[src/rtl/id_ex_pipe.sv]
// ID/EX pipeline register with load-use hazard detection and a
// saturating stall-cycle counter for performance monitoring.
module id_ex_pipe #(
    parameter int unsigned ALU_OP_W = 8,
    parameter int unsigned CNT_W    = 32
) (
    input  logic                clk,
    input  logic                rst,

    input  logic                id_valid,
    input  logic [ALU_OP_W-1:0] id_alu_op,
    input  logic [31:0]         id_operand_1,
    input  logic [31:0]         id_operand_2,
    input  logic                id_reg_read_en_1,
    input  logic                id_reg_read_en_2,
    input  logic [4:0]          id_reg_addr_1,
    input  logic [4:0]          id_reg_addr_2,
    input  logic                id_write_reg_en,
    input  logic [4:0]          id_write_reg_addr,
    input  logic                id_mem_read,

    input  logic                flush,
    input  logic                ex_stall,

    output logic                ex_valid,
    output logic [ALU_OP_W-1:0] ex_alu_op,
    output logic [31:0]         ex_operand_1,
    output logic [31:0]         ex_operand_2,
    output logic                ex_write_reg_en,
    output logic [4:0]          ex_write_reg_addr,
    output logic                ex_mem_read,

    output logic                load_use_stall,
    output logic [CNT_W-1:0]    stall_cycles
);

    logic hazard;
    logic src_1_match;
    logic src_2_match;
    logic load_in_ex;

    // Load-use detection: a load in EX whose destination is read by the ID instruction.
    always_comb begin
        load_in_ex  = ex_valid & ex_mem_read & ex_write_reg_en & (ex_write_reg_addr != 5'd0);
        src_1_match = id_reg_read_en_1 & (id_reg_addr_1 == ex_write_reg_addr);
        src_2_match = id_reg_read_en_2 & (id_reg_addr_2 == ex_write_reg_addr);
        hazard      = id_valid & load_in_ex & (src_1_match | src_2_match);
    end

    // A flush kills the ID instruction anyway, so there is nothing to hold upstream.
    assign load_use_stall = hazard & ~flush;

    // EX register update: flush > hold > load-use bubble > capture.
    always_ff @(posedge clk or negedge rst) begin
        if (!rst) begin
            ex_valid          <= 1'b0;
            ex_alu_op         <= '0;
            ex_operand_1      <= '0;
            ex_operand_2      <= '0;
            ex_write_reg_en   <= 1'b0;
            ex_write_reg_addr <= '0;
            ex_mem_read       <= 1'b0;
        end else if (flush || (!ex_stall && hazard)) begin
            ex_valid          <= 1'b0;
            ex_alu_op         <= '0;
            ex_operand_1      <= '0;
            ex_operand_2      <= '0;
            ex_write_reg_en   <= 1'b0;
            ex_write_reg_addr <= '0;
            ex_mem_read       <= 1'b0;
        end else if (!ex_stall) begin
            ex_valid <= id_valid;
            if (id_valid) begin
                ex_alu_op         <= id_alu_op;
                ex_operand_1      <= id_operand_1;
                ex_operand_2      <= id_operand_2;
                ex_write_reg_en   <= id_write_reg_en;
                ex_write_reg_addr <= id_write_reg_addr;
                ex_mem_read       <= id_mem_read;
            end else begin
                ex_alu_op         <= '0;
                ex_operand_1      <= '0;
                ex_operand_2      <= '0;
                ex_write_reg_en   <= 1'b0;
                ex_write_reg_addr <= '0;
                ex_mem_read       <= 1'b0;
            end
        end
    end

    // Saturating stall counter; one increment per cycle even if both stall sources are active.
    always_ff @(posedge clk or negedge rst) begin
        if (!rst) begin
            stall_cycles <= '0;
        end else if ((load_use_stall || ex_stall) && (stall_cycles != '1)) begin
            stall_cycles <= stall_cycles + CNT_W'(1);
        end
    end

endmodule

[config.mk]
export PLATFORM = sky130hd
export DESIGN_NAME = id_ex_pipe
export DESIGN_NICKNAME = d
export VERILOG_FILES = /design/src/rtl/id_ex_pipe.sv
export SDC_FILE = /design/constraint.sdc
export NUM_CORES = 1
export LEC_CHECK = 0
export ABC_AREA = 1
export CORE_MARGIN = 2
export CORE_UTILIZATION = 43
export CTS_BUF_LIST = sky130_fd_sc_hd__clkbuf_8
export CTS_CLUSTER_SIZE = 40
export DETAILED_ROUTE_END_ITERATION = 12
export PLACE_DENSITY = 0.79
export SLEW_MARGIN = 25
export SYNTH_ARGS = -nofsm -noshare
export SYNTH_HDL_FRONTEND = slang
export SYNTH_SLANG_ARGS = --single-unit
export TNS_END_PERCENT = 50
[constraint.sdc]
create_clock -name clk -period 1.55 [get_ports clk]
set_input_delay 0.2325 -clock clk [delete_from_list [all_inputs] [get_ports clk]]
set_output_delay 0.2325 -clock clk [all_outputs]
set_load 0.03 [all_outputs]
## Word level (Yosys, flattened, before mapping)

Index checks and enable logic that the tools add are counted.

| storage, ports and cells | value |
|---|---|
| word-level logic and storage cells | 49 |
| output and inout bits | 113 |
| input bits | 96 |
| register bits after elaboration | 112 |

| cells by class | value |
|---|---|
| muxes and demuxes | 20 |
| bitwise operators | 10 |
| $add $sub $neg | 1 |
| equal/unequal tests | 4 |
| reductions and logical operators | 6 |

Operator list:

| cell | count |
|---|---|
| 2-to-1 mux 32 bit | 6 |
| adder 32 x 1 -> 32 bit, second input constant | 1 |
| inequality test 32 bit, second input constant | 1 |
| 2-to-1 mux 8 bit | 3 |
| 2-to-1 mux 5 bit | 3 |
| equality test 5 bit | 2 |
| AND 1 bit | 8 |
| 2-to-1 mux 1 bit | 8 |
| nonzero test 5 bit | 1 |
| logical AND 1 bit | 2 |
| logical OR 1 bit | 2 |
| inequality test 2 x 1 -> 1 bit, second input constant | 1 |
| logical NOT 1 bit | 1 |
| NOT 1 bit | 1 |
| bitwise OR 1 bit | 1 |

## Depth between registers and ports, before layout

Gate-level depths: netlist of the first run.

| logic depth | value |
|---|---|
| depth in word-level cells | 8 |
| depth in mapped cells | 12 |
| depth with buffers taken out | 11 |

## Worst setup path before layout of the first run

OpenSTA, ideal clock, no wires.

| timing path | value |
|---|---|
| path type | reg-to-reg |
| from | reg stall_cycles[0] |
| to | reg stall_cycles[2] |
| library setup time | 0.119 ns |
| arrival | 1.774 ns |
| cell stages (with the launch flop) | 10 |
| slack | -0.343 ns |
| buffers on the path | 1 |
| period minus slack after synthesis | 1.893 ns |
| required time | 1.431 ns |
| cell sequence | dfrtp_1 ha_1 nand3_4 nor2_4 nand2_2 nor2_4 nand3_4 buf_2 nand3_1 nand2_1 |

| between the ends | value |
|---|---|
| word-level cells in the longest chain between the ends | 2 |
| elaborated cells between the ends (all ways) | 3 |
| classes of those cells | add/sub: 1; eq/ne: 1; reduce/logical: 1 |

Ends and longest elaborated chain:

| item | RTL line | text |
|---|---|---|
| from (decl) | 34 | `output logic [CNT_W-1:0] stall_cycles` |
| from (signal assigned) | 96 | `stall_cycles <= stall_cycles + CNT_W'(1);` |
| branches (longest 2 deep; another with adder 32 x 1 -> 32 bit) | n/a |  |

Several ways; the timed one is not identified.
A chain may end at the register's enable or synchronous reset.

## Worst setup path in the final report of the first run

| timing path | value |
|---|---|
| from | reg ex_write_reg_addr[1] |
| to | out load_use_stall |

| between the ends | value |
|---|---|
| word-level cells in the longest chain between the ends | 5 |
| elaborated cells between the ends (all ways) | 10 |
| classes of those cells | eq/ne: 2; bitwise: 7; reduce/logical: 1 |

Ends and longest elaborated chain:

| item | RTL line | text |
|---|---|---|
| from (decl) | 30 | `output logic [4:0] ex_write_reg_addr,` |
| from (signal assigned) | 78 | `ex_write_reg_addr <= id_write_reg_addr;` |
| equality test 5 bit, or another cell as far along | 45 | `src_1_match = id_reg_read_en_1 & (id_reg_addr_1 == ex_write_reg_addr);` |
| AND 1 bit (on tied branches) | 45, 44, 46 |  |
| bitwise OR 1 bit or AND 1 bit (tied branches) | 47 | `hazard = id_valid & load_in_ex & (src_1_match \| src_2_match);` |
| AND 1 bit (*) | 47 |  |
| AND 1 bit (*) | 51 | `assign load_use_stall = hazard & ~flush;` |
| to (decl) | 33 | `output logic load_use_stall,` |

Every way passes the cells marked *; elsewhere a longest branch is shown, timed or not.

==> results of run 1 <==
==> layout by cell type (no fill, tap or decap), types with 22 or more instances in the layout <==
cell and instances:
sky130_fd_sc_hd__dfrtp_1 101, sky130_fd_sc_hd__nand2_1 295, sky130_fd_sc_hd__nand2_2 22, sky130_fd_sc_hd__nand4_1 85, sky130_fd_sc_hd__nor2_1 39, sky130_fd_sc_hd__dlygate4sd2_1 85
sky130_fd_sc_hd__clkdlybuf4s50_1 92, sky130_fd_sc_hd__buf_4 59, sky130_fd_sc_hd__nand3_1 111, sky130_fd_sc_hd__inv_1 114
==> synth_stat cells <==
cell	number	share of area [%]
sky130_fd_sc_hd__nand2_1	318	19
sky130_fd_sc_hd__nand3_1	126	9.9
sky130_fd_sc_hd__inv_1	115	6.8
sky130_fd_sc_hd__dfrtp_1	112	44
sky130_fd_sc_hd__nand4_1	85	8.3
sky130_fd_sc_hd__nor2_1	45	2.6
sky130_fd_sc_hd__clkbuf_1	37	2.2
sky130_fd_sc_hd__buf_1	14	0.82
sky130_fd_sc_hd__xor2_1	10	1.4
sky130_fd_sc_hd__nor3_1	8	0.63
sky130_fd_sc_hd__xnor2_1	8	1.1
sky130_fd_sc_hd__nand3b_1	7	0.82
sky130_fd_sc_hd__inv_2	5	0.29
sky130_fd_sc_hd__buf_2	4	0.31
sky130_fd_sc_hd__buf_6	3	0.53
sky130_fd_sc_hd__nand2_2	2	0.20
sky130_fd_sc_hd__nand3_4	2	0.55
sky130_fd_sc_hd__nor2_4	2	0.35
sky130_fd_sc_hd__and3_1	1	0.098
sky130_fd_sc_hd__buf_4	1	0.12
sky130_fd_sc_hd__ha_1	1	0.20
sky130_fd_sc_hd__nand2_4	1	0.18
==> registers in the layout (all words and copies together), names as in the netlist <==
signal	flops
ex_write_reg_en	1
ex_alu_op	8
ex_mem_read	1
ex_operand_1	32
ex_operand_2	32
ex_write_reg_addr	5
ex_valid	1
stall_cycles	32
==> routing by layer <==
metal | vias up | GRT usage, % | share of wire [%]
met5 | - | 0 | 0
met4 | 0 | 10.5 | 3.3
met3 | 50 | 7.43 | 9.1
met2 | 310 | 41.7 | 49
met1 | 3287 | 30.9 | 39
li1 | 3407 | - | -
==> area by class of cell <==
| type | instances | area [µm²] |
|---|---|---|
| flip-flops and latches | 112 | 2820 |
| inverters | 120 | 453 |
| clock buffers | 9 | 124 |
| fillers | 1217 | 4670 |
| clock inverters | 7 | 41.3 |
| diodes | 1 | 2.50 |
| repair buffers | 301 | 3030 |
| multi-input cells | 620 | 3160 |
| well taps | 184 | 230 |
==> path summary, 6_finish.rpt <==
kind,endpoint,cells past startpoint,startpoint
worst max-delay path,load_use_stall,10,ex_write_reg_addr[1]$_DFFE_PN0P_
worst min-delay path,stall_cycles[14]$_DFFE_PN0P_,2,rst
worst max register to register,stall_cycles[15]$_DFFE_PN0P_,14,ex_write_reg_addr[1]$_DFFE_PN0P_
worst min register to register,ex_operand_2[21]$_DFFE_PN0P_,2,ex_operand_2[21]$_DFFE_PN0P_
max in group asynchronous,ex_write_reg_addr[4]$_DFFE_PN0P_,3,rst
min in group clk,ex_operand_2[21]$_DFFE_PN0P_,4,ex_stall
==> what timing repair did <==
item,in CTS,in global routing
endpoints found under the setup margin,150,127
gates cloned,2,13
gates resized for setup,164,64
hold endpoints to repair,44,0
setup buffers,10,5
pin swaps,29,18
hold buffers,1,0
==> power groups by stage <==
stage                     clock, mW  combinational (mW)  sequential [mW]
final                          1.60                1.64             3.21
after global placement            0                1.56             3.27
after global routing           1.75                1.78             3.23
after CTS                      1.63                1.57             3.20
after floorplan                   0               0.487             3.53
after detailed placement          0                1.59             3.27
==> worst max-delay path: cells and delay by family, from the launching register on <==
family / cells / cell delay, ps
flops: 1 / 430
buf+inv: 4 / 350
simple gates: 6 / 500
==> kinds of logic (layout without fill, tap and decap cells) <==
kind of cell  Yosys count  in the layout  synth area share (%)
xor+xnor               18             18                  2.47
other cells             0              1                     0
buf+inv               179            437                  11.0
fa+ha+maj               1              1                 0.196
simple gates          597            601                  42.4
flops                 112            112                  43.9
==> per-stage QoR <==
step                std cells  setup slack, ps  hold WS (ps)  util (%)
floorplan                 907             -134         -63.1         -
global placement         1307             -333           111      62.6
detailed placement       1307             -392           107      62.6
CTS                      1335             -348           234      64.7
global route             1354             -470           247      67.8
finish                   1354             -358           238      67.8
==> flow_summary.html, run 1 <==
<table>
<tr><th>Metric</th><th>Value</th></tr>
<tr><th colspan="2">Floorplanning</th></tr>
<tr><td>Initial cell density of the core</td><td>43.9%</td></tr>
<tr><td>Cell row count</td><td>44</td></tr>
<tr><td>Floorplan core area</td><td>14,500 µm²</td></tr>
<tr><td>Num ports</td><td>209</td></tr>
<tr><td>Die height</td><td>126 µm</td></tr>
<tr><td>Die area</td><td>15,800 µm²</td></tr>
<tr><td>Die X</td><td>126 µm</td></tr>
<tr><th colspan="2">Logic synthesis</th></tr>
<tr><td>Per-instance average area after synthesis</td><td>7.04 µm²</td></tr>
<tr><td>Sequential fraction of the synthesis area</td><td>43.9%</td></tr>
<tr><td>Post-synthesis register bit count</td><td>112</td></tr>
<tr><td>Library cells used by synthesis</td><td>22</td></tr>
<tr><td>Synthesized Nets</td><td>1,004</td></tr>
<tr><td>YS warnings</td><td>0</td></tr>
<tr><td>Cell count after synthesis</td><td>907</td></tr>
<tr><td>Post-Syn Area</td><td>6380 µm²</td></tr>
<tr><th colspan="2">Route</th></tr>
<tr><td>Via total after detailed routing</td><td>7,054</td></tr>
<tr><td>Drt wl/cell</td><td>15.8 µm</td></tr>
<tr><td>Drt via density</td><td>5.21</td></tr>
<tr><td>1st-pass router iterations</td><td>5</td></tr>
<tr><td>Total wire length after detailed routing</td><td>21,300 µm</td></tr>
<tr><td>Iteration-0 DRC count of the detailed router</td><td>541</td></tr>
<tr><td>Post-route DRC</td><td>0</td></tr>
<tr><td>Final antenna-violating net count</td><td>0</td></tr>
<tr><th colspan="2">Outcome</th></tr>
<tr><td>Run status</td><td>finished with violations</td></tr>
<tr><td>Failing checks</td><td>negative setup slack</td></tr>
<tr><th colspan="2">Critical path</th></tr>
<tr><td>Endpoint required time on the critical path</td><td>1320 ps</td></tr>
<tr><td>Setup crit start kind</td><td>flop</td></tr>
<tr><td>Minimum setup slack among reg-to-reg paths</td><td>-280 ps</td></tr>
<tr><td>WS Path Type</td><td>reg -&gt; out</td></tr>
<tr><td>Cell chain of the critical path</td><td>inv_2 -&gt; nand2_2 -&gt; nand2_1 -&gt; nor2_1 -&gt; nand3_1 -&gt; nand2_2 -&gt; nand3_4 -&gt; buf_6 -&gt; inv_2 -&gt; buf_6</td></tr>
<tr><td>Endpoint kind of the worst setup timing path</td><td>output pin</td></tr>
<tr><td>Worst path arrival time</td><td>1680 ps</td></tr>
<tr><td>Peak fanout along the critical path</td><td>5</td></tr>
<tr><td>Slowest cell on the critical path</td><td>sky130_fd_sc_hd__dfrtp_2</td></tr>
<tr><td>Longest individual stage delay on the worst path</td><td>430 ps</td></tr>
<tr><th colspan="2">Pwr</th></tr>
<tr><td>Max IR drop VDD</td><td>363 µV</td></tr>
<tr><td>Leak</td><td>5.68 nW</td></tr>
<tr><td>Int Pwr</td><td>4.36 mW</td></tr>
<tr><td>Pwr per Cell Area</td><td>654 nW/µm²</td></tr>
<tr><td>Combinational power share</td><td>25.5%</td></tr>
<tr><td>Sequential share of power</td><td>49.7%</td></tr>
<tr><td>Clock network fraction of design power</td><td>24.8%</td></tr>
<tr><td>Power spent charging and discharging nets</td><td>2.09 mW</td></tr>
<tr><td>Switching share of total power</td><td>32.4%</td></tr>
<tr><td>Overall power of the completed layout</td><td>6.45 mW</td></tr>
<tr><th colspan="2">STA</th></tr>
<tr><td>Clock Skews</td><td>11.6 ps</td></tr>
<tr><td>Period Utilization, post-route</td><td>123%</td></tr>
<tr><td>Hold Fails Final Rpt</td><td>0</td></tr>
<tr><td>Maximum clock frequency</td><td>524 MHz</td></tr>
<tr><td>Unrepaired setup endpoints after global routing</td><td>yes</td></tr>
<tr><td>Crit path time final</td><td>1910 ps</td></tr>
<tr><td>Measured slew at the worst slew-check pin</td><td>416 ps</td></tr>
<tr><td>Post-layout worst setup margin</td><td>-358 ps</td></tr>
<tr><td>Total negative slack for setup checks</td><td>-18,450 ps</td></tr>
<tr><td>Count of endpoints failing setup in the final report</td><td>113</td></tr>
<tr><td>Worst slew margin relative to its limit</td><td>72.0%</td></tr>
<tr><td>Final max-slew violation count</td><td>0</td></tr>
<tr><th colspan="2">CTS</th></tr>
<tr><td>TritonCTS clock tree</td><td>built</td></tr>
<tr><td>Deepest level of the CTS H-tree</td><td>3</td></tr>
<tr><td>Sinks on the clock net</td><td>112</td></tr>
<tr><td>Cts bufs inserted</td><td>9</td></tr>
<tr><td>CTS clock-pin slew for the worst setup and hold paths</td><td>100 ps</td></tr>
<tr><td>Worst-skew pair later-pin latency</td><td>400 ps</td></tr>
<tr><td>Root buffer cell</td><td>sky130_fd_sc_hd__clkbuf_8</td></tr>
<tr><td>Largest buffer count on any clock path</td><td>2</td></tr>
<tr><th colspan="2">Placed design</th></tr>
<tr><td>Placer Congestion</td><td>0.915</td></tr>
<tr><td>HPWL after detailed placement</td><td>14,000 µm</td></tr>
<tr><td>Post-Place Cell Area</td><td>9100 µm²</td></tr>
<tr><td>Count of buffers inserted at the top-level ports</td><td>208</td></tr>
<tr><th colspan="2">GRT</th></tr>
<tr><td>Pin count of the biggest net entering global routing</td><td>73</td></tr>
<tr><td>Global Route Usage Sum</td><td>25.2%</td></tr>
<tr><td>Number of global-route vias before repair</td><td>6,473</td></tr>
<tr><td>Wire length of the first global-routing pass</td><td>32,400 µm</td></tr>
<tr><td>GRT overflow</td><td>0</td></tr>
<tr><td>Initial antenna violation count</td><td>1</td></tr>
<tr><th colspan="2">Layout</th></tr>
<tr><td>Post-Layout Inst Area</td><td>9860 µm²</td></tr>
<tr><td>Share of final-layout standard cells stronger than drive strength 1</td><td>17.7%</td></tr>
<tr><td>Post-synthesis to final-layout area growth</td><td>54.5%</td></tr>
<tr><td>Total number of nets in the final design</td><td>1,261</td></tr>
<tr><th colspan="2">Flow run</th></tr>
<tr><td>MaxCap Viol Count</td><td>0</td></tr>
<tr><th colspan="2">Min path</th></tr>
<tr><td>Hold Path Class</td><td>in -&gt; async</td></tr>
</table>
Power figures use the tool's default switching activity.
==> run 2: changes to the inputs <==
- CTS_CLUSTER_SIZE: 40 -> 16
- GPL_TIMING_DRIVEN: not set -> 0
- SETUP_SLACK_MARGIN: not set -> 0.1
==> flow_summary.html, run 2 (synthesis results as in run 1) <==
<table>
<tr><th>Metric</th><th>Value</th></tr>
<tr><th colspan="2">Route</th></tr>
<tr><td>Via total after detailed routing</td><td>6,821 (-3.3%)</td></tr>
<tr><td>Drt via density</td><td>5.09 (-2.3%)</td></tr>
<tr><td>Final antenna-violating net count</td><td>0 (unchanged)</td></tr>
<tr><td>Post-route DRC</td><td>0 (unchanged)</td></tr>
<tr><td>Total wire length after detailed routing</td><td>19,900 µm (-6.5%)</td></tr>
<tr><td>1st-pass router iterations</td><td>5 (unchanged)</td></tr>
<tr><td>Drt wl/cell</td><td>14.9 µm (-5.6%)</td></tr>
<tr><td>Iteration-0 DRC count of the detailed router</td><td>392 (-28%)</td></tr>
<tr><th colspan="2">Floorplanning</th></tr>
<tr><td>Die height</td><td>126 µm (unchanged)</td></tr>
<tr><td>Cell row count</td><td>44 (unchanged)</td></tr>
<tr><td>Num ports</td><td>209 (unchanged)</td></tr>
<tr><td>Floorplan core area</td><td>14,500 µm² (unchanged)</td></tr>
<tr><td>Initial cell density of the core</td><td>43.9% (unchanged)</td></tr>
<tr><td>Die area</td><td>15,800 µm² (unchanged)</td></tr>
<tr><td>Die X</td><td>126 µm (unchanged)</td></tr>
<tr><th colspan="2">Layout</th></tr>
<tr><td>Final std cells w/o fill</td><td>1,340 (-1.0%)</td></tr>
<tr><td>Most frequent standard cell in the layout excluding fill and tap cells</td><td>sky130_fd_sc_hd__nand2_1</td></tr>
<tr><td>Post-synthesis to final-layout area growth</td><td>46.2%</td></tr>
<tr><td>Share of final-layout standard cells stronger than drive strength 1</td><td>16.3% (-1.4 points)</td></tr>
<tr><td>Util after Layout</td><td>64.2% (-3.7 points)</td></tr>
<tr><td>Total number of nets in the final design</td><td>1,248 (-1.0%)</td></tr>
<tr><td>Post-Layout Inst Area</td><td>9330 µm² (-5.4%)</td></tr>
<tr><td>Antenna diode instance count</td><td>0 (-1)</td></tr>
<tr><td>Largest regs</td><td>ex_operand_1 x32, ex_operand_2 x32, stall_cycles x32</td></tr>
<tr><td>Most used cells in the layout excluding fill and tap cells</td><td>298 x sky130_fd_sc_hd__nand2_1, 122 x sky130_fd_sc_hd__nand3_1, 113 x sky130_fd_sc_hd__inv_1</td></tr>
<tr><td>Fill cell total of the finished layout</td><td>1,342 (+10%)</td></tr>
<tr><th colspan="2">CTS</th></tr>
<tr><td>CTS clock-pin slew for the worst setup and hold paths</td><td>100 ps (about the same)</td></tr>
<tr><td>Root buffer cell</td><td>sky130_fd_sc_hd__clkbuf_8</td></tr>
<tr><td>TritonCTS clock tree</td><td>built</td></tr>
<tr><td>Worst-skew pair later-pin latency</td><td>400 ps (about the same)</td></tr>
<tr><td>Largest buffer count on any clock path</td><td>2 (unchanged)</td></tr>
<tr><td>Sinks on the clock net</td><td>112 (unchanged)</td></tr>
<tr><td>Deepest level of the CTS H-tree</td><td>3 (unchanged)</td></tr>
<tr><td>Cts bufs inserted</td><td>9 (unchanged)</td></tr>
<tr><th colspan="2">Flow run</th></tr>
<tr><td>MaxCap Viol Count</td><td>0 (unchanged)</td></tr>
<tr><th colspan="2">STA</th></tr>
<tr><td>Clock Skews</td><td>13.8 ps (+2.13 ps)</td></tr>
<tr><td>Maximum clock frequency</td><td>568 MHz (+8.3%)</td></tr>
<tr><td>Unrepaired setup endpoints after global routing</td><td>yes</td></tr>
<tr><td>Final max-slew violation count</td><td>0 (unchanged)</td></tr>
<tr><td>Post-layout worst setup margin</td><td>-212 ps (+146 ps)</td></tr>
<tr><td>Period Utilization, post-route</td><td>114% (-9.4 points)</td></tr>
<tr><td>Count of endpoints failing setup in the final report</td><td>63 (-44%)</td></tr>
<tr><td>Crit path time final</td><td>1760 ps (-146 ps)</td></tr>
<tr><td>Measured slew at the worst slew-check pin</td><td>633 ps (+216 ps)</td></tr>
<tr><td>Hold Fails Final Rpt</td><td>0 (unchanged)</td></tr>
<tr><td>Post-route worst hold slack</td><td>370 ps (+132 ps)</td></tr>
<tr><td>Worst slew margin relative to its limit</td><td>57.8% (-14 points)</td></tr>
<tr><th colspan="2">Outcome</th></tr>
<tr><td>Run status</td><td>finished with violations</td></tr>
<tr><td>Failing checks</td><td>negative setup slack</td></tr>
<tr><th colspan="2">Critical path</th></tr>
<tr><td>WS Path Type</td><td>reg -&gt; out</td></tr>
<tr><td>Cell chain of the critical path</td><td>inv_2 -&gt; nor2_1 -&gt; nor2_1 -&gt; nand3_1 -&gt; nand2_2 -&gt; nand3_2 -&gt; inv_2 -&gt; buf_6</td></tr>
<tr><td>Setup crit start kind</td><td>flop</td></tr>
<tr><td>Worst Setup SP</td><td>ex_write_reg_addr[2]$_DFFE_PN0P_</td></tr>
<tr><td>Worst path arrival time</td><td>1530 ps (-150 ps)</td></tr>
<tr><td>Buf/Inv on CP</td><td>3 (-1)</td></tr>
<tr><td>Peak fanout along the critical path</td><td>4 (-1)</td></tr>
<tr><td>Endpoint required time on the critical path</td><td>1320 ps (about the same)</td></tr>
<tr><td>Reg-to-reg critical path startpoint</td><td>stall_cycles[2]$_DFFE_PN0P_</td></tr>
<tr><td>Endpoint kind of the worst setup timing path</td><td>output pin</td></tr>
<tr><td>Longest individual stage delay on the worst path</td><td>450 ps (+20 ps)</td></tr>
<tr><td>Slowest cell on the critical path</td><td>sky130_fd_sc_hd__dfrtp_2</td></tr>
<tr><td>CP delay by family, top</td><td>flip-flops</td></tr>
<tr><th colspan="2">Placed design</th></tr>
<tr><td>Number of cells in the design after placement</td><td>1,298 (-0.69%)</td></tr>
<tr><td>Count of buffers inserted at the top-level ports</td><td>206 (-0.96%)</td></tr>
<tr><td>Post-Place Cell Area</td><td>8740 µm² (-4.1%)</td></tr>
<tr><td>Placer Congestion</td><td>0.924 (+1.0%)</td></tr>
<tr><td>HPWL after detailed placement</td><td>14,600 µm (+4.8%)</td></tr>
<tr><th colspan="2">Pwr</th></tr>
<tr><td>Max IR drop VDD</td><td>447 µV (+23%)</td></tr>
<tr><td>Leak</td><td>5.18 nW (-8.8%)</td></tr>
<tr><td>Combinational power share</td><td>22.3% (-3.2 points)</td></tr>
<tr><td>Switching share of total power</td><td>30.7% (-1.7 points)</td></tr>
<tr><td>Sequential share of power</td><td>48.7% (-1.0 points)</td></tr>
<tr><td>Int Pwr</td><td>4.61 mW (+5.6%)</td></tr>
<tr><td>Power spent charging and discharging nets</td><td>2.04 mW (-2.4%)</td></tr>
<tr><td>Clock network fraction of design power</td><td>29.0% (+4.2 points)</td></tr>
<tr><td>Pwr per Cell Area</td><td>712 nW/µm² (+9.0%)</td></tr>
<tr><th colspan="2">GRT</th></tr>
<tr><td>Number of global-route vias before repair</td><td>6,347 (-1.9%)</td></tr>
<tr><td>Global Route Usage Sum</td><td>24.7% (-0.43 points)</td></tr>
<tr><td>Wire length of the first global-routing pass</td><td>31,400 µm (-3.0%)</td></tr>
<tr><td>Initial antenna violation count</td><td>0 (-1)</td></tr>
<tr><td>Pin count of the biggest net entering global routing</td><td>58 (-21%)</td></tr>
<tr><td>GRT overflow</td><td>0 (unchanged)</td></tr>
<tr><th colspan="2">Min path</th></tr>
<tr><td>Hold Path Class</td><td>in -&gt; async</td></tr>
</table>
## run 2: cell count changes in the layout (fill, tap and decap cells not counted), sizes merged
cell	change
dlygate4sd2	-51
clkdlybuf4s15	+44
clkbuf	+23
buf	-21
nand2	-4
clkinv	-2
clkinvlp	-2
bufinv	+1
diode	-1
inv	-1
## run 2: worst paths after layout
| kind | to | slack, ps | cells after the start |
|---|---|---|---|
| max | load_use_stall | -210 | 8 |
| min | ex_alu_op[3]$_DFFE_PN0P_ | 370 | 2 |
| max reg2reg | stall_cycles[29]$_DFFE_PN0P_ | -160 | 9 |
| min reg2reg | ex_operand_2[13]$_DFFE_PN0P_ | 510 | 2 |
| max in group asynchronous | stall_cycles[29]$_DFFE_PN0P_ | 510 | 3 |
| min in group clk | ex_operand_2[0]$_DFFE_PN0P_ | 460 | 5 |
## run 2: through the flow
| step | TNS, ps | worst slack [ps] | total power [mW] |
|---|---|---|---|
| after global routing | -16990 | -350 | 6.96 |
| final | -4350 | -212 | 6.64 |
| after detailed placement | -44330 | -685 | 4.77 |
| after CTS | -17630 | -263 | 6.68 |
| after floorplan | -3420 | -134 | 4.01 |
| after global placement | -518050 | -4650 | 4.74 |
## run 2: cell type report
class,count,area [µm²],share of cell area (%)
multi-input combinational,616,3040,32.6
timing repair buffer,233,2230,23.9
clock inverter,3,38.8,0.416
sequential,112,2840,30.4
tap,184,230,2.47
inverter,120,450,4.83
buffer,59,327,3.50
clock buffer,13,179,1.92
## run 2: per-layer routing
metal / vias to the layer above / track usage [%] / share of wire (%)
met2: 228 / 42.9 / 49
met1: 3174 / 28.8 / 40
met4: 0 / 7.50 / 2.5
met3: 34 / 8.96 / 8.4
li1: 3385 / - / -
met5: - / 0 / 0
## run 2: what timing repair did
action / 4_1_cts / 5_1_grt
endpoints found under the hold margin: 56 / 0
setup buffers: 12 / 10
endpoints found under the setup margin: 225 / 172
pin swaps: 16 / 19
resized for setup: 249 / 123
cloned: 3 / 0
hold buffers: 1 / 0
## run 2: power by group through the flow
stage               Clock (mW)  Sequential, mW  Combinational [mW]
finish                    1.93            3.23                1.48
global route              2.09            3.25                1.62
CTS                       1.97            3.24                1.47
detailed placement           0            3.29                1.48
global placement             0            3.29                1.45
floorplan                    0            3.53               0.487
==> run 3: changes to the inputs <==
- CAP_MARGIN: not set -> 0
- PLACE_DENSITY: 0.79 -> 0.78
==> flow_summary.html, run 3 (synthesis results as in run 1) <==
<table>
<tr><th>Metric</th><th>Value</th></tr>
<tr><th colspan="2">Outcome</th></tr>
<tr><td>Run status</td><td>finished with violations</td></tr>
<tr><td>Failing checks</td><td>negative setup slack</td></tr>
<tr><th colspan="2">Floorplanning</th></tr>
<tr><td>Floorplan core area</td><td>14,500 µm² (unchanged)</td></tr>
<tr><td>Die X</td><td>126 µm (unchanged)</td></tr>
<tr><td>Cell row count</td><td>44 (unchanged)</td></tr>
<tr><td>Die area</td><td>15,800 µm² (unchanged)</td></tr>
<tr><td>Num ports</td><td>209 (unchanged)</td></tr>
<tr><td>Initial cell density of the core</td><td>43.9% (unchanged)</td></tr>
<tr><td>Die height</td><td>126 µm (unchanged)</td></tr>
<tr><th colspan="2">Route</th></tr>
<tr><td>Post-route DRC</td><td>0 (unchanged)</td></tr>
<tr><td>Final antenna-violating net count</td><td>0 (unchanged)</td></tr>
<tr><td>Iteration-0 DRC count of the detailed router</td><td>419 (+6.9%)</td></tr>
<tr><td>Via total after detailed routing</td><td>6,911 (+1.3%)</td></tr>
<tr><td>1st-pass router iterations</td><td>6 (+1)</td></tr>
<tr><td>Total wire length after detailed routing</td><td>20,300 µm (+1.8%)</td></tr>
<tr><td>Drt wl/cell</td><td>15.1 µm (+1.3%)</td></tr>
<tr><td>Drt via density</td><td>5.13 (+0.87%)</td></tr>
<tr><th colspan="2">Min path</th></tr>
<tr><td>Hold Path Class</td><td>in -&gt; async</td></tr>
<tr><th colspan="2">Critical path</th></tr>
<tr><td>WS Path Type</td><td>reg -&gt; out</td></tr>
<tr><td>Worst path arrival time</td><td>1540 ps (about the same)</td></tr>
<tr><td>Endpoint kind of the worst setup timing path</td><td>output pin</td></tr>
<tr><td>Endpoint required time on the critical path</td><td>1320 ps (about the same)</td></tr>
<tr><td>Setup crit start kind</td><td>flop</td></tr>
<tr><td>Peak fanout along the critical path</td><td>6 (+2)</td></tr>
<tr><th colspan="2">Layout</th></tr>
<tr><td>Most used cells in the layout excluding fill and tap cells</td><td>297 x sky130_fd_sc_hd__nand2_1, 122 x sky130_fd_sc_hd__nand3_1, 116 x sky130_fd_sc_hd__inv_1</td></tr>
<tr><td>Post-synthesis to final-layout area growth</td><td>46.3% (about the same)</td></tr>
<tr><td>Util after Layout</td><td>64.2% (about the same)</td></tr>
<tr><td>Total number of nets in the final design</td><td>1,255 (+0.56%)</td></tr>
<tr><td>Final std cells w/o fill</td><td>1,346 (+0.45%)</td></tr>
<tr><td>Most frequent standard cell in the layout excluding fill and tap cells</td><td>sky130_fd_sc_hd__nand2_1</td></tr>
<tr><td>Antenna diode instance count</td><td>0 (unchanged)</td></tr>
<tr><td>Largest regs</td><td>ex_operand_1 x32, ex_operand_2 x32, stall_cycles x32</td></tr>
<tr><td>Share of final-layout standard cells stronger than drive strength 1</td><td>15.2% (-1.0 points)</td></tr>
<tr><th colspan="2">GRT</th></tr>
<tr><td>GRT overflow</td><td>0 (unchanged)</td></tr>
<tr><td>Busiest metal layer after global routing</td><td>met2</td></tr>
<tr><td>Met2 usage in global routing</td><td>43.7% (+0.76 points)</td></tr>
<tr><td>Number of global-route vias before repair</td><td>6,783 (+6.9%)</td></tr>
<tr><td>Pin count of the biggest net entering global routing</td><td>62 (+6.9%)</td></tr>
<tr><td>Wire length of the first global-routing pass</td><td>33,200 µm (+5.7%)</td></tr>
<tr><td>Global Route Usage Sum</td><td>26.0% (+1.2 points)</td></tr>
<tr><td>Met3 routing resource usage after global routing</td><td>7.35% (-1.6 points)</td></tr>
<tr><td>Met1 demand-to-capacity share in global routing</td><td>30.8% (+2.0 points)</td></tr>
<tr><td>Initial antenna violation count</td><td>0 (unchanged)</td></tr>
<tr><th colspan="2">Placed design</th></tr>
<tr><td>Count of buffers inserted at the top-level ports</td><td>206 (unchanged)</td></tr>
<tr><td>Number of cells in the design after placement</td><td>1,298 (unchanged)</td></tr>
<tr><td>HPWL after detailed placement</td><td>14,600 µm (-0.46%)</td></tr>
<tr><td>Placer Congestion</td><td>0.928 (+0.42%)</td></tr>
<tr><th colspan="2">STA</th></tr>
<tr><td>Crit path time final</td><td>1770 ps (+11.1 ps)</td></tr>
<tr><td>Final max-slew violation count</td><td>0 (unchanged)</td></tr>
<tr><td>Count of endpoints failing setup in the final report</td><td>113 (+79%)</td></tr>
<tr><td>Clock Skews</td><td>10.9 ps (-2.86 ps)</td></tr>
<tr><td>Worst slew margin relative to its limit</td><td>55.9% (-1.9 points)</td></tr>
<tr><td>Hold Fails Final Rpt</td><td>0 (unchanged)</td></tr>
<tr><td>Period Utilization, post-route</td><td>114% (+0.72 points)</td></tr>
<tr><td>Total negative slack for setup checks</td><td>-9560 ps (-5200 ps)</td></tr>
<tr><td>Unrepaired setup endpoints after global routing</td><td>yes</td></tr>
<tr><td>Post-layout worst setup margin</td><td>-223 ps (-11.1 ps)</td></tr>
<tr><td>Maximum clock frequency</td><td>564 MHz (-0.63%)</td></tr>
<tr><td>Measured slew at the worst slew-check pin</td><td>661 ps (+28.7 ps)</td></tr>
<tr><th colspan="2">CTS</th></tr>
<tr><td>Cts bufs inserted</td><td>9 (unchanged)</td></tr>
<tr><td>TritonCTS clock tree</td><td>built</td></tr>
<tr><td>Sinks on the clock net</td><td>112 (unchanged)</td></tr>
<tr><td>Deepest level of the CTS H-tree</td><td>3 (unchanged)</td></tr>
<tr><td>Root buffer cell</td><td>sky130_fd_sc_hd__clkbuf_8</td></tr>
<tr><td>Worst-skew pair later-pin latency</td><td>380 ps (-20 ps)</td></tr>
<tr><td>CTS clock-pin slew for the worst setup and hold paths</td><td>100 ps (about the same)</td></tr>
<tr><td>Largest buffer count on any clock path</td><td>2 (unchanged)</td></tr>
<tr><th colspan="2">Flow run</th></tr>
<tr><td>MaxCap Viol Count</td><td>0 (unchanged)</td></tr>
<tr><th colspan="2">Pwr</th></tr>
<tr><td>Pwr per Cell Area</td><td>672 nW/µm² (-5.7%)</td></tr>
<tr><td>Leak</td><td>5.29 nW (+2.2%)</td></tr>
<tr><td>Max IR drop VDD</td><td>384 µV (-14%)</td></tr>
</table>
-- run 3: what timing repair did --
item | in CTS | in global routing
hold buffers | 1 | 0
pin swaps | 13 | 18
buffers inserted | 20 | 7
setup endpoints to repair | 225 | 144
hold endpoints to repair | 60 | 0
resized for setup | 245 | 74
cloned | 5 | 0
-- run 3: routing by layer --
metal | part of all wire, % | vias up
met5 | 0 | -
met4 | 3.8 | 0
met3 | 8.3 | 55
met2 | 49 | 277
met1 | 39 | 3186
li1 | - | 3393
-- run 3: path summary, 6_finish.rpt --
check,slack [ps],cells past startpoint,to,from
min in group clk,470,5,ex_operand_1[3]$_DFFE_PN0P_,id_operand_1[3]
hold / removal,390,2,ex_operand_1[27]$_DFFE_PN0P_,rst
setup reg to reg,-200,13,stall_cycles[29]$_DFFE_PN0P_,ex_write_reg_addr[1]$_DFFE_PN0P_
setup / recovery,-220,9,load_use_stall,ex_write_reg_addr[1]$_DFFE_PN0P_
max in group asynchronous,500,3,ex_operand_2[17]$_DFFE_PN0P_,rst
hold reg to reg,510,2,ex_operand_1[25]$_DFFE_PN0P_,ex_operand_1[25]$_DFFE_PN0P_
-- run 3: layout make-up --
cell class	count	area, µm²
plain buffers	59	312
clock buffers	9	124
clock inverters	6	26.3
fillers	1303	5200
inverters	120	450
multi-input cells	616	3050
flip-flops and latches	112	2830
well taps	184	230
repair buffers	240	2310
-- run 3: power breakdown --
part           total [mW]  internal, mW  switching, mW
registers            3.23          3.06          0.164
clock network        1.52         0.550          0.966
logic                1.53         0.650          0.876
-- run 3: worst max-delay path: stages, from the launching register on --
cell and delay (ps):
sky130_fd_sc_hd__dfrtp_2 440, sky130_fd_sc_hd__inv_2 50, sky130_fd_sc_hd__nand2_2 70, sky130_fd_sc_hd__nand2_2 50, sky130_fd_sc_hd__nor2_2 90, sky130_fd_sc_hd__nand3_1 90
sky130_fd_sc_hd__nand2_2 80, sky130_fd_sc_hd__nand3_2 80, sky130_fd_sc_hd__inv_2 60, sky130_fd_sc_hd__buf_6 130
-- run 3: stage by stage --
stage	total power, mW	hold slack [ps]	area, µm²	setup slack [ps]
after CTS	6.28	403	9210	-212
after global routing	6.61	435	9330	-321
final	6.27	394	9330	-223
after floorplan	4.01	-63.1	6410	-134
after detailed placement	4.76	263	8740	-693
after global placement	4.74	492	8710	-4630
